[src/rtl/traffic_light_monitor.sv]
// traffic_light_monitor: checks light-bus exclusivity, phase order and dwell, and latches the first fault (sticky).
// Latency: outputs registered one clk after the sample; no backpressure. LIGHT_MON_STATS_EN enables round_cnt.
module traffic_light_monitor #(
  parameter int PHASE_CYCLES = 8
) (
  input  logic       clk,
  input  logic       rst,
  input  logic [1:0] n_lights,
  input  logic [1:0] s_lights,
  input  logic [1:0] e_lights,
  input  logic [1:0] w_lights,
  output logic       in_sync,
  output logic [2:0] phase,
  output logic       fault,
  output logic [2:0] fault_code,
  output logic [7:0] round_cnt
);

  localparam int DW = $clog2(PHASE_CYCLES + 2);
  localparam logic [DW-1:0] DWELL_REQ = DW'(PHASE_CYCLES);

  typedef enum logic [1:0] {IDLE, TRACK, FAULT} state_t;

  state_t        state_q, state_nxt;
  logic [2:0]    phase_q, phase_nxt;
  logic [DW-1:0] dwell_q, dwell_nxt;
  logic [2:0]    code_q, code_nxt, code_det;
  logic          prev_ph0_q, prev_ph0_nxt;

  logic [3:0] non_red;
  logic [3:0] illegal;
  logic       any_illegal, multi, all_red, cur_valid;
  logic [2:0] cur_phase;
  logic [2:0] phase_succ;

  assign non_red = {w_lights != 2'b00, e_lights != 2'b00, s_lights != 2'b00, n_lights != 2'b00};
  assign illegal = {w_lights == 2'b11, e_lights == 2'b11, s_lights == 2'b11, n_lights == 2'b11};
  assign any_illegal = |illegal;
  assign multi       = (non_red & (non_red - 4'd1)) != 4'd0;
  assign all_red     = non_red == 4'd0;
  assign cur_valid   = !any_illegal && !multi && !all_red;
  assign phase_succ  = phase_q + 3'd1;

  always_comb begin
    cur_phase = 3'd0;
    if (non_red[0])      cur_phase = {2'd0, n_lights == 2'b01};
    else if (non_red[1]) cur_phase = {2'd1, s_lights == 2'b01};
    else if (non_red[2]) cur_phase = {2'd2, e_lights == 2'b01};
    else if (non_red[3]) cur_phase = {2'd3, w_lights == 2'b01};
  end

  // Priority chain: lowest code wins when several checks trip together.
  always_comb begin
    code_det = 3'd0;
    if (any_illegal)             code_det = 3'd1;
    else if (multi)              code_det = 3'd2;
    else if (state_q == TRACK) begin
      if (all_red)               code_det = 3'd3;
      else if (cur_phase != phase_q && cur_phase != phase_succ)
                                 code_det = 3'd4;
      else if (cur_phase != phase_q && dwell_q != DWELL_REQ)
                                 code_det = 3'd5;
      else if (cur_phase == phase_q && dwell_q == DWELL_REQ)
                                 code_det = 3'd6;
    end
  end

  assign prev_ph0_nxt = cur_valid && (cur_phase == 3'd0);

  always_comb begin
    state_nxt = state_q;
    phase_nxt = phase_q;
    dwell_nxt = dwell_q;
    code_nxt  = code_q;
    case (state_q)
      IDLE: begin
        if (code_det != 3'd0) begin
          state_nxt = FAULT;
          code_nxt  = code_det;
        end else if (prev_ph0_nxt && !prev_ph0_q) begin
          state_nxt = TRACK;
          phase_nxt = 3'd0;
          dwell_nxt = DW'(1);
        end
      end
      TRACK: begin
        if (code_det != 3'd0) begin
          state_nxt = FAULT;
          code_nxt  = code_det;
        end else if (cur_phase == phase_q) begin
          if (dwell_q != '1) dwell_nxt = dwell_q + DW'(1);
        end else begin
          phase_nxt = cur_phase;
          dwell_nxt = DW'(1);
        end
      end
      default: begin
        state_nxt = FAULT;
      end
    endcase
  end

  always_ff @(posedge clk) begin
    if (!rst) begin
      state_q    <= IDLE;
      phase_q    <= 3'd0;
      dwell_q    <= '0;
      code_q     <= 3'd0;
      prev_ph0_q <= 1'b0;
    end else begin
      state_q    <= state_nxt;
      phase_q    <= phase_nxt;
      dwell_q    <= dwell_nxt;
      code_q     <= code_nxt;
      prev_ph0_q <= prev_ph0_nxt;
    end
  end

  assign in_sync    = state_q == TRACK;
  assign fault      = state_q == FAULT;
  assign phase      = phase_q;
  assign fault_code = code_q;

`ifdef LIGHT_MON_STATS_EN
  logic [7:0] round_q;

  // A round closes on the accepted W_Y -> N change.
  always_ff @(posedge clk) begin
    if (!rst) begin
      round_q <= 8'd0;
    end else if (state_q == TRACK && state_nxt == TRACK &&
                 phase_q == 3'd7 && phase_nxt == 3'd0) begin
      round_q <= round_q + 8'd1;
    end
  end

  assign round_cnt = round_q;
`else
  assign round_cnt = 8'd0;
`endif

endmodule

[config.mk]
export PLATFORM = sky130hd
export DESIGN_NAME = traffic_light_monitor
export DESIGN_NICKNAME = d
export VERILOG_FILES = /design/src/rtl/traffic_light_monitor.sv
export SDC_FILE = /design/constraint.sdc
export NUM_CORES = 1
export LEC_CHECK = 0
export CORE_AREA = 2 2 65 67
export CTS_CLUSTER_SIZE = 20
export DETAILED_ROUTE_END_ITERATION = 10
export DIE_AREA = 0 0 67 69
export GPL_ROUTABILITY_DRIVEN = 0
export GPL_TIMING_DRIVEN = 0
export SETUP_SLACK_MARGIN = 0.3
export SYNTH_ARGS = -nofsm -noshare
export SYNTH_HDL_FRONTEND = slang
export SYNTH_SLANG_ARGS = --single-unit
[constraint.sdc]
create_clock -name clk -period 4.6 [get_ports clk]
set_clock_uncertainty 0.15 [all_clocks]
set_input_delay 1.15 -clock clk [delete_from_list [all_inputs] [get_ports clk]]
set_output_delay 1.15 -clock clk [all_outputs]
set_load 0.03 [all_outputs]
-- Yosys cells after proc, flatten, opt, wreduce, memory -nomap -nowiden
Cells that the tools add are included.
- flip-flop bits (word level): 13
- output and inout bits: 16
- logic and storage cells: 85
- add/sub/neg operators: 3
- eq/ne operators: 23
- multiplexer cells: 26
- bitwise gates (word level): 1
- reduce and logical (&&, ||, !) cells: 27
- operators by type and width (cell ; count):
    $mux 3 ; 15
    $mux 4 ; 5
    $eq 2x1->1 const B ; 5
    $eq 2x2->1 const B ; 5
    $reduce_and 5->1 ; 2
    $reduce_bool 2->1 ; 5
    $ne 2x2->1 const B ; 4
    $ne 4x4->1 const B ; 2
    $pmux 4 s2 ; 1
    $logic_and 1x1->1 ; 7
    $mux 2 ; 3
    $ne 3x3->1 ; 2
    $pmux 3 s2 ; 1
    $add 4x1->4 const B ; 1
    $and 4x4->4 ; 1
    $eq 4x4->1 const B ; 1
    $logic_not 1->1 ; 4
    $logic_not 4->1 ; 1
    $pmux 2 s2 ; 1
    $reduce_and 2->1 ; 2
    $reduce_bool 4->1 ; 1
    $reduce_or 4->1 ; 1
    $sub 4x1->4 const B ; 1
    $add 3x1->3 const B ; 1
    other kinds (8) ; 8

-- Longest topological paths before layout
- word-level depth: 17
- gate-level depth with buffers: 13
- mapped depth without buffers: 12

-- Worst setup path before layout
Ideal clock, no wire load.
- kind: input -> register
- start: input port n_lights[0]
- end: register dwell_q[2]
- setup time: 0.103 ns
- arrival time: 3.792 ns
- required time: 4.347 ns
- slack: 0.554 ns
- cell stages on the path: 12
- buffers on the path: 1
- cell sequence: or2_1 buf_2 or4_1 a31oi_1 nor2_1 nor2_1 ha_1 o21ai_0 a211o_2 a31o_2 or2_4 a2111oi_2
- cells in the longest elaborated chain, start to end: 14
- elaborated cells between the ends (all ways): 39
- RTL lines (what ; line ; text):
    start: declaration ; 8 ; input logic [1:0] n_lights,
    $eq 2x1->1 or $reduce_bool 2->1 (tied branches) ; 46, 36 ;
    $mux 3 ; 46 ; if (non_red[0]) cur_phase = {2'd0, n_lights == 2'b01};
    $eq 3x3->1 ; 63, 90 ;
    $logic_and 1x1->1 ; 63 ; else if (cur_phase == phase_q && dwell_q == DWELL_REQ)
    $mux 3 ; 63 ;
    $mux 3 ; 61 ; else if (cur_phase != phase_q && dwell_q != DWELL_REQ)
    $mux 3 ; 59 ; else if (cur_phase != phase_q && cur_phase != phase_succ)
    $mux 3 ; 58 ; if (all_red) code_det = 3'd3;
    $mux 3 ; 57 ; else if (state_q == TRACK) begin
    $mux 3 ; 56 ; else if (multi) code_det = 3'd2;
    $mux 3 ; 55 ; if (any_illegal) code_det = 3'd1;
    $reduce_bool 3->1 ; 77, 87 ;
    $ne 2x2->1 (no line) ; n/a ;
    $reduce_and 5->1 (no line) ; n/a ;
    end signal: assignment ; 113 ; dwell_q <= dwell_nxt;
    end: declaration ; 26 ; logic [DW-1:0] dwell_q, dwell_nxt;
Several ways; a longest one is shown, not always the timed one. The select of a mux whose other input is x is not followed.
A chain may end at the register's enable or synchronous reset.

-- Worst setup path after layout
- start: input port n_lights[1]
- end: register dwell_q[2]
The elaborated chain is that of the path after synthesis.

==> impl_metrics.env <==
export IMPL_drtPass1Iterations=4
export IMPL_dp_cells=230
export IMPL_synth_top_family_by_area="simple AND/OR/NAND/NOR gates"
export IMPL_drt_initial_drc_count=47
export IMPL_grt_max_degree=11
export IMPL_max_slew_margin_rel=0.580
export IMPL_grt_overflow=0
export IMPL_synth_edf_count=0
export IMPL_cts_buffer_depth=2
export IMPL_grt_pass1_vias=1024
export IMPL_p_int_w=0.000203
export IMPL_hp_class="flip-flop to flip-flop"
export IMPL_tightest_slew_ns=0.625
export IMPL_wl_um=2890
export IMPL_max_cap_violations=0
export IMPL_hp_start="fault_code[1]"
export IMPL_grt_pass1_wl_um=4550
export IMPL_drv_slew=0
export IMPL_fin_util=0.385
export IMPL_synth_seq_cells=13
export IMPL_layout_commonest_cell="nor2_1"
export IMPL_clock_latency_ns=0.24
export IMPL_die_w_um=67
export IMPL_rsz0062_at_grt="no"
export IMPL_synthCells=156
export IMPL_cpMaxStageDelayCell="or4_4"
export IMPL_cts_sinks=13
export IMPL_die_area_um2=4620
export IMPL_dpl_instance_area_um2=1390
export IMPL_post_route_min_period_ns=4.18
export IMPL_cts_buffers=3
export IMPL_fill_cells=438
export IMPL_avgSynthCellArea_um2=7.27
export IMPL_synth_adder_area_share=0.0552
export IMPL_synth_xor_area_frac=0.00773
export IMPL_p_per_area_nw_per_um2=191
export IMPL_io_buffer_count=17
export IMPL_final_cell_mix="nor2_1 (21), dfxtp_1 (13), buf_4 (12), nand2_1 (12)"
export IMPL_start_kind="input pin"
export IMPL_yosysSeqAreaShare=0.230
export IMPL_synth_area_mux_share=0.0177
export IMPL_cp_startpoint="n_lights[1]"
export IMPL_rows=23
export IMPL_power_share_clock=0.358
export IMPL_areaGrowthSynthToFinish_pct=32.8
export IMPL_core_area_um2=3910
export IMPL_cts_tree="built"
export IMPL_worst_path_buf_inv=3
export IMPL_wl_per_cell_um=12.2
export IMPL_ys_types=49
export IMPL_arrival_ns=4.17
export IMPL_setup_tns_ns=0
export IMPL_nets=203
export IMPL_ir_drop_uv=111
export IMPL_switching_power_w=0.0000842
export IMPL_setup_violations=0
export IMPL_p_comb_frac=0.239
export IMPL_worstSetupEndpointType="flip-flop"
export IMPL_synthArstFlopShare=0
export IMPL_dp_hpwl_um=2170
export IMPL_path_class="input pin to flip-flop"
export IMPL_cp_required_ns=4.59
export IMPL_p_leak_nw=0.574
export IMPL_cpMostUsedCell="nor2_2"
export IMPL_fmax_ghz=0.239
export IMPL_synth_simple_area_share=0.343
export IMPL_p_sw_frac=0.293
export IMPL_io_pins=26
export IMPL_drive_gt1_frac=0.166
export IMPL_root_buffer="clkbuf_8"
export IMPL_antenna_found_initial=0
export IMPL_vias_per_cell=4.94
export IMPL_regToRegSetupSlack_ns=1.57
export IMPL_status="complete, no violations"
export IMPL_path_clk_slew_ns=0.06
export IMPL_stdcell_count=237
export IMPL_yosys_warnings=0
export IMPL_hold_viol=0
export IMPL_path_max_fanout=7
export IMPL_slowest_delay_ns=0.54
export IMPL_synth_flop_cell="dfxtp_1"
export IMPL_syn_area_um2=1130
export IMPL_ant_nets=0
export IMPL_drc=0
export IMPL_critical_path_cell_chain="dlygate4sd2_1, or2_1, buf_4, or4_4, a31oi_4, nor2_2, nor2_2, inv_2, ha_1, o21ai_0, o21ai_1, a31o_4, or2_4, a2111oi_4"
export IMPL_fin_area_um2=1510
export IMPL_htreeDepth=1
export IMPL_grt_use_total=0.123
export IMPL_diodes=0
export IMPL_start_util=0.290
export IMPL_die_h_um=69
export IMPL_synth_compound_area_frac=0.243
export IMPL_timing_rr_start="phase[1]"
export IMPL_fin_crit_sh=0.909
export IMPL_cp_top_family="simple AND/OR/NAND/NOR gates"
export IMPL_vias=1171
export IMPL_power_frac_seq=0.403
[what timing repair did]
action,in CTS,in global routing
gates resized for setup,8,11
hold buffers,0,0
setup buffers,1,2
setup endpoints to repair,9,7
gates cloned,0,0
pin swaps,4,5
[registers in the layout, summed over array words and instances, names as in the netlist]
name,count
dwell_q,4
fault_code,3
phase,3
state_q,2
prev_ph0_q,1
[tightest hold or removal path, cell delays in order, from the launching register on]
cell and delay, ns:
dfxtp_1 0.31, nand2_1 0.05, mux2i_1 0.05
[worst paths after layout]
path	to	cells after the start
hold / removal	fault_code[1]	2
setup reg to reg	dwell_q[2]	12
setup / recovery	dwell_q[2]	14
hold reg to reg	fault_code[1]	2
[final cells by class]
type	instances	area, µm²	share of cell area
sequential	13	260	0.173
inverter	12	45.0	0.0299
timing repair buffer	20	185	0.123
clock buffer	4	45.0	0.0299
buffer	10	71.3	0.0474
multi-input combinational	128	836	0.555
tap	50	62.6	0.0416
[Yosys cell counts (all sizes together) (3+ instances only)]
| cell type | count | area share |
|---|---|---|
| a21oi | 3 | 0.013 |
| a31oi | 3 | 0.017 |
| and2 | 3 | 0.017 |
| buf | 9 | 0.057 |
| dfxtp | 13 | 0.23 |
| ha | 5 | 0.055 |
| inv | 12 | 0.040 |
| nand2 | 12 | 0.040 |
| nand3 | 9 | 0.040 |
| nor2 | 23 | 0.076 |
| nor3 | 8 | 0.035 |
| o211ai | 3 | 0.020 |
| o21ai | 9 | 0.040 |
| or2 | 5 | 0.030 |
| or4 | 3 | 0.023 |
[metal layers]
metal / GRT usage / share of wire / up-vias
met5: 0 / 0 / -
met4: 0.0204 / 0.0028 / 0
met3: 0.0294 / 0.036 / 2
met2: 0.201 / 0.49 / 19
met1: 0.164 / 0.47 / 543
li1: - / - / 607
[logic make-up (layout without fill, tap and decap cells)]
logic type               after synthesis  after routing
AO/OA/AOI/OAI                         36             36
buffers and inverters                 22             46
other                                  1              8
multiplexers                           2              2
flip-flops                            13             13
XOR/XNOR                               1              1
AND/OR/NAND/NOR                       76             76
adder cells (fa/ha/maj)                5              5
[power by group through the flow]
stage / Clock, W / Combinational, W / Sequential (W)
2_1_floorplan: 0 / 0.0000420 / 0.000121
3_3_place_gp: 0 / 0.0000665 / 0.000118
3_5_place_dp: 0 / 0.0000662 / 0.000118
4_1_cts: 0.000107 / 0.0000653 / 0.000116
5_1_grt: 0.000110 / 0.0000748 / 0.000116
6_report: 0.000103 / 0.0000686 / 0.000116
[per-stage QoR]
stage               power, W  hold slack, ns  worst slack (ns)
global route        0.000301           0.347             0.284
global placement    0.000185           0.303            -0.243
floorplan           0.000163           0.315             0.554
detailed placement  0.000184           0.310            -0.254
finish              0.000287           0.316             0.418
CTS                 0.000288           0.318             0.326
(Power assumes the default switching activity.)
